[src/rtl/cpu_register_file.sv]
// cpu_register_file: 32 x DATA_W general-purpose register file.
// Two asynchronous read ports and one synchronous write port. Reads of PC_IDX
// return the external r15 (PC) input; writes to PC_IDX are dropped.
// Optional macro REGFILE_WR_BYPASS_EN: forwards di to a read port whose address
// matches an active write in the same cycle (the PC alias still wins).
module cpu_register_file #(
  parameter int unsigned DATA_W = 32,
  parameter int unsigned ADDR_W = 5,
  parameter int unsigned PC_IDX = 15
) (
  input  logic              clk,
  input  logic              rst,
  input  logic              REG_WR,
  input  logic [ADDR_W-1:0] dirA,
  input  logic [ADDR_W-1:0] dirB,
  input  logic [ADDR_W-1:0] dirWR,
  input  logic [DATA_W-1:0] di,
  input  logic [DATA_W-1:0] r15,
  output logic [DATA_W-1:0] doA,
  output logic [DATA_W-1:0] doB
);

  localparam int unsigned       DEPTH   = 2 ** ADDR_W;
  localparam logic [ADDR_W-1:0] PC_ADDR = ADDR_W'(PC_IDX);

  logic [DATA_W-1:0] mem_q [DEPTH];
  logic [DATA_W-1:0] mem_d [DEPTH];
  logic              wr_en;

  // A write lands only when enabled and not aimed at the PC alias.
  assign wr_en = REG_WR && (dirWR != PC_ADDR);

  // Next-state contents: copy of current contents with the addressed word replaced.
  always_comb begin
    mem_d = mem_q;
    if (wr_en) begin
      mem_d[dirWR] = di;
    end
  end

  // Storage update; synchronous reset clears every register and discards the write.
  always_ff @(posedge clk) begin
    if (rst) begin
      for (int unsigned i = 0; i < DEPTH; i++) begin
        mem_q[i] <= '0;
      end
    end else begin
      mem_q <= mem_d;
    end
  end

  // Read port A: stored value, optional write forwarding, PC alias has final say.
  always_comb begin
    doA = mem_q[dirA];
`ifdef REGFILE_WR_BYPASS_EN
    if (!rst && wr_en && (dirA == dirWR)) begin
      doA = di;
    end
`endif
    if (dirA == PC_ADDR) begin
      doA = r15;
    end
  end

  // Read port B: same selection as port A.
  always_comb begin
    doB = mem_q[dirB];
`ifdef REGFILE_WR_BYPASS_EN
    if (!rst && wr_en && (dirB == dirWR)) begin
      doB = di;
    end
`endif
    if (dirB == PC_ADDR) begin
      doB = r15;
    end
  end

endmodule

[config.mk]
export PLATFORM = sky130hd
export DESIGN_NAME = cpu_register_file
export DESIGN_NICKNAME = d
export VERILOG_FILES = /design/src/rtl/cpu_register_file.sv
export SDC_FILE = /design/constraint.sdc
export NUM_CORES = 2
export LEC_CHECK = 0
export CAP_MARGIN = 20
export CORE_UTILIZATION = 62
export CTS_CLUSTER_DIAMETER = 200
export DETAILED_ROUTE_END_ITERATION = 7
export PLACE_DENSITY = 0.91
export REMOVE_ABC_BUFFERS = 1
export SLEW_MARGIN = 20
export SYNTH_ARGS = -nofsm -noshare
export SYNTH_HDL_FRONTEND = slang
export SYNTH_SLANG_ARGS = --single-unit
[constraint.sdc]
create_clock -name clk -period 3.88 [get_ports clk]
set_clock_uncertainty 0.2 [all_clocks]
set_input_delay 0.776 -clock clk [delete_from_list [all_inputs] [get_ports clk]]
set_output_delay 0.776 -clock clk [all_outputs]
set_load 0.01 [all_outputs]
==> results.json, run 1 <==
{
  "outcome": "aborted with a tool error",
  "synth-compound-area-share_pct": 12.2,
  "synth-simple-area-share_pct": 16.1,
  "track_usage_pct": 66.4,
  "synthMuxAreaShare_pct": 27.4,
  "synth_top_family_by_area": "multiplexers",
  "synth_warnings": 0,
  "gp_congestion": 1.02,
  "ys_ff_latch": 1024,
  "placed_cells": 6837,
  "yosysMostFrequentCell": "nand2_1",
  "avgSynthCellArea_um2": 8.97,
  "synthAdderAreaFrac_pct": 0,
  "start_util_pct": 63.1,
  "crit_endpoint": "doB[3]",
  "endpoint_type": "output port",
  "rows": 105,
  "cts_hold_buffers": 0,
  "io_pins": 146,
  "syn_inst": 5810,
  "synth_area_um2": 52100,
  "cts_buffer_depth": 3,
  "synthArstFlopShare_pct": 0,
  "numPortBuffers": 145,
  "overflow": 144,
  "synth.yosys.seq_area_share_pct": 39.3,
  "yosys.area.top_type": "dfxtp_1",
  "grt_start_max_net_pins": 149,
  "hpwlAfterDp_mm": 122,
  "synth_edf_count": 0,
  "synth_top_area_share_pct": 39.3,
  "ys_types": 42,
  "place_area_um2": 56800,
  "cts_sinks": 1024,
  "htree_levels": 3,
  "tool.error": "[ERROR GRT-0232] Routing congestion too high. Check the congestion heatmap in the GUI.",
  "synth_common_cells": "2040 x nand2_1, 1087 x a21oi_1, 1024 x dfxtp_1, 509 x mux4_2, 451 x clkbuf_1",
  "post-place-ws_ns": -0.325,
  "synth.area.top_cells": "dfxtp_1 39%, mux4_2 22%, nand2_1 15%, a21oi_1 10%, mux2i_1 3.7%",
  "ys.flop_type": "dfxtp_1",
  "cts_root_buffer": "clkbuf_16",
  "numCtsBuffers": 99,
  "die_w_um": 292,
  "synth_xor_area_share_pct": 0,
  "haltStage": "5_1_grt",
  "die_h_um": 292
}
==> through the flow <==
step / utilization, % / setup TNS (ns) / hold slack (ns)
CTS: 74.3 / -0.415 / 0.267
global placement: 68.8 / -10.24 / 0.248
detailed placement: 68.8 / -11.98 / 0.259
floorplan: - / 0 / 0.235
==> cell families after synthesis <==
| logic type | count (synthesis) |
|---|---|
| AOI/OAI and AO/OA | 1228 |
| buffers and inverters | 591 |
| DFF | 1024 |
| muxes | 773 |
| and+or+nand+nor | 2194 |
==> timing repair <==
action                                  4_1_cts
buffers inserted                             31
gates resized for setup                     215
endpoints found under the setup margin       64
cloned                                        5
pin swaps                                    11
==> per-layer routing <==
| metal | GRT overflow | global-route usage [%] |
|---|---|---|
| met5 | 0 | 32.4 |
| met4 | 77 | 65.2 |
| met3 | 4 | 56.4 |
| met2 | 62 | 78.1 |
| met1 | 1 | 66.2 |
==> run 2: changes to the inputs <==
- CORE_UTILIZATION: 62 -> 40
- CTS_CLUSTER_DIAMETER: 200 -> not set
- PLACE_DENSITY: 0.91 -> not set
- PLACE_DENSITY_LB_ADDON: not set -> 0.15
==> run 2 against run 1 <==
  * The run now ends clean
  * Synthesized cell count unchanged
  * Area after synthesis is the same
==> results.json, run 2 <==
{
  "crit_arrival_ns": 2.89,
  "fp.coreArea_um2": 129000,
  "viasPerCell": 5.98,
  "hpwlAfterDp_mm": 129,
  "finalCriticalPeriod_ns": 3.86,
  "hold_viol_final": 0,
  "drive_above_1_share_pct": 24.6,
  "largest_reg_flops": 1024,
  "syn_inst": 5810,
  "cap_violations": 0,
  "mostFrequentLayoutCells": "2007 x nand2_1, 1058 x a21oi_1, 1024 x dfxtp_1",
  "overflow": 0,
  "gp_congestion": 0.902,
  "ys_types": 42,
  "r2r_slack_ns": 2.99,
  "ys.flop_type": "dfxtp_1",
  "grtUsageMet3_pct": 6.54,
  "cts_hold_buffers": 0,
  "whs_ns": 0.264,
  "crit_type": "in -> out",
  "setup_slack_ns": 0.0183,
  "remaining_drc_errors": 0,
  "required_ns": 2.90,
  "drt_iter0_drc": 5282,
  "synthArstFlopShare_pct": 0,
  "vias": 47016,
  "start_util_pct": 40.3,
  "numCtsBuffers": 110,
  "cp_max_fo": 11,
  "synth.yosys.seq_area_share_pct": 39.3,
  "layout_commonest_cell": "nand2_1",
  "die-area_um2": 132000,
  "outcome": "complete, no violations",
  "synth.area.top_cells": "dfxtp_1 39%, mux4_2 22%, nand2_1 15%, a21oi_1 10%, mux2i_1 3.7%",
  "num-nets-final": 6114,
  "drv_slew": 0,
  "routed_wl_mm": 213,
  "reg_top3": "mem_q (1024)",
  "tightest_slew_ns": 1.07,
  "synth_edf_count": 0,
  "cts_tree": "yes",
  "antenna_found_initial": 9,
  "rr_endpoint": "mem_q[3]$_SDFFE_PP0P_",
  "end_kind": "output pin",
  "grt_first_pass_wirelength_mm": 309,
  "rr_worst_depth": 2,
  "area_delta_synth_final_pct": 23.6,
  "rows": 132,
  "cts_sinks": 1024,
  "first_pass_iters": 7,
  "final_antenna_net_count": 0,
  "n_fill_cell": 11983,
  "worstHoldPathType": "reg -> reg",
  "synth_area_um2": 52100,
  "grt.met1_usage_pct": 44.1,
  "wl_per_cell_um": 27.1,
  "worstSetupStartpointType": "primary input",
  "cts_buffer_depth": 3,
  "yosys.area.top_type": "dfxtp_1",
  "reg2reg_from": "mem_q[3]$_SDFFE_PP0P_",
  "setup_violations": 0,
  "relSlewSlack_pct": 28.7,
  "max_freq_ghz": 0.259,
  "io_pins": 146,
  "track_usage_pct": 31.8,
  "post-place-ws_ns": -0.464,
  "gr-usage-met2_pct": 48.2,
  "grt_start_max_net_pins": 92,
  "min_path_cells": 2,
  "hp-start": "mem_q[291]$_SDFFE_PP0P_",
  "largest-register": "mem_q",
  "grt-busiest-layer": "met2",
  "synth_warnings": 0,
  "avgSynthCellArea_um2": 8.97,
  "worstSkewPairLatency_ns": 0.74,
  "cts_root_buffer": "clkbuf_16",
  "die_h_um": 363,
  "p_leak_uw": 0.0220,
  "fin_crit_sh_pct": 99.5,
  "irDropWorstVdd_mv": 0.346,
  "ys_ff_latch": 1024,
  "synth_top_area_share_pct": 39.3,
  "die_w_um": 363,
  "grt_pass1_vias": 44590,
  "htree_levels": 3,
  "rsz0062_at_grt": "false",
  "numPortBuffers": 145,
  "path_clk_slew_ns": 0.06,
  "synth_common_cells": "2040 x nand2_1, 1087 x a21oi_1, 1024 x dfxtp_1, 509 x mux4_2, 451 x clkbuf_1",
  "yosysMostFrequentCell": "nand2_1",
  "hold_end": "mem_q[291]$_SDFFE_PP0P_",
  "power_density_nw_per_um2": 376
}
==> run 2: per-layer routing <==
layer  up-vias  routed length, um
met5         -                 46
met4         6               8810
met3       438              21300
met2      2462              94300
met1     23381              88200
li1      20729                  -
==> run 2: layout make-up <==
cell class / count / area [um2] / area share [%]
sequential: 1024 / 20500 / 31.8
inverter: 4 / 15.0 / 0.0233
antenna: 1 / 2.50 / 0.00389
multi-input combinational: 4195 / 30000 / 46.5
timing repair buffer: 697 / 8000 / 12.4
tap: 1742 / 2180 / 3.38
clock buffer: 165 / 3330 / 5.18
clock inverter: 33 / 397 / 0.616
==> run 2: what timing repair did <==
item,4_1_cts,5_1_grt
pin swaps,12,6
endpoints found under the hold margin,0,0
gates resized for setup,214,84
cloned,9,3
buffers inserted,19,27
setup endpoints to repair,64,49
==> run 2: worst max-delay path, cell delays in order <==
cell           delay (ns)
bufbuf_16            0.27
buf_8                0.15
buf_16               0.15
buf_4                0.13
mux4_2               0.48
mux2i_1              0.25
nor2_1               0.08
a21oi_1              0.17
o21ai_1              0.13
dlygate4sd2_1        0.30
==> run 2: cells by family (layout without fill, tap and decap cells) <==
logic type | after synthesis | in the layout | share of synthesized area [%]
other cells | 0 | 1 | 0
simple gates | 2194 | 2194 | 16.1
mux | 773 | 773 | 27.4
buf+inv | 591 | 899 | 4.93
compound gates | 1228 | 1228 | 12.2
flops | 1024 | 1024 | 39.3
==> run 2: power breakdown <==
| group | switching, uW | internal, uW | leakage (uW) | total (uW) |
|---|---|---|---|---|
| clock network | 4640 | 6420 | 0.00185 | 11100 |
| registers | 55.1 | 10600 | 0.00825 | 10600 |
| logic | 1470 | 1040 | 0.0119 | 2510 |
==> run 2: how the worst max path moves through the flow <==
stage / from / endpoint / slack, ns
after CTS: dirB[0] / doB[15] / -0.19
final: dirB[0] / doB[13] / 0.02
after floorplan: dirA[2] / doA[31] / 0.52
after global routing: dirA[1] / doA[21] / 0.001
after global placement: dirB[0] / doB[22] / -0.45
after detailed placement: dirB[0] / doB[22] / -0.46
==> run 2: through the flow <==
step                std cells  setup TNS [ns]  instance area [um2]  power, uW  util [%]
finish                   7861               0                64400      24200      49.8
floorplan                5223               0                49500      11400         -
CTS                      7830          -0.986                63800      24200      49.3
global route             7860               0                64400      24800      49.8
global placement         7604          -18.75                59100      13200      45.7
detailed placement       7604          -19.35                59100      13200      45.7
(Power assumes the default switching activity.)
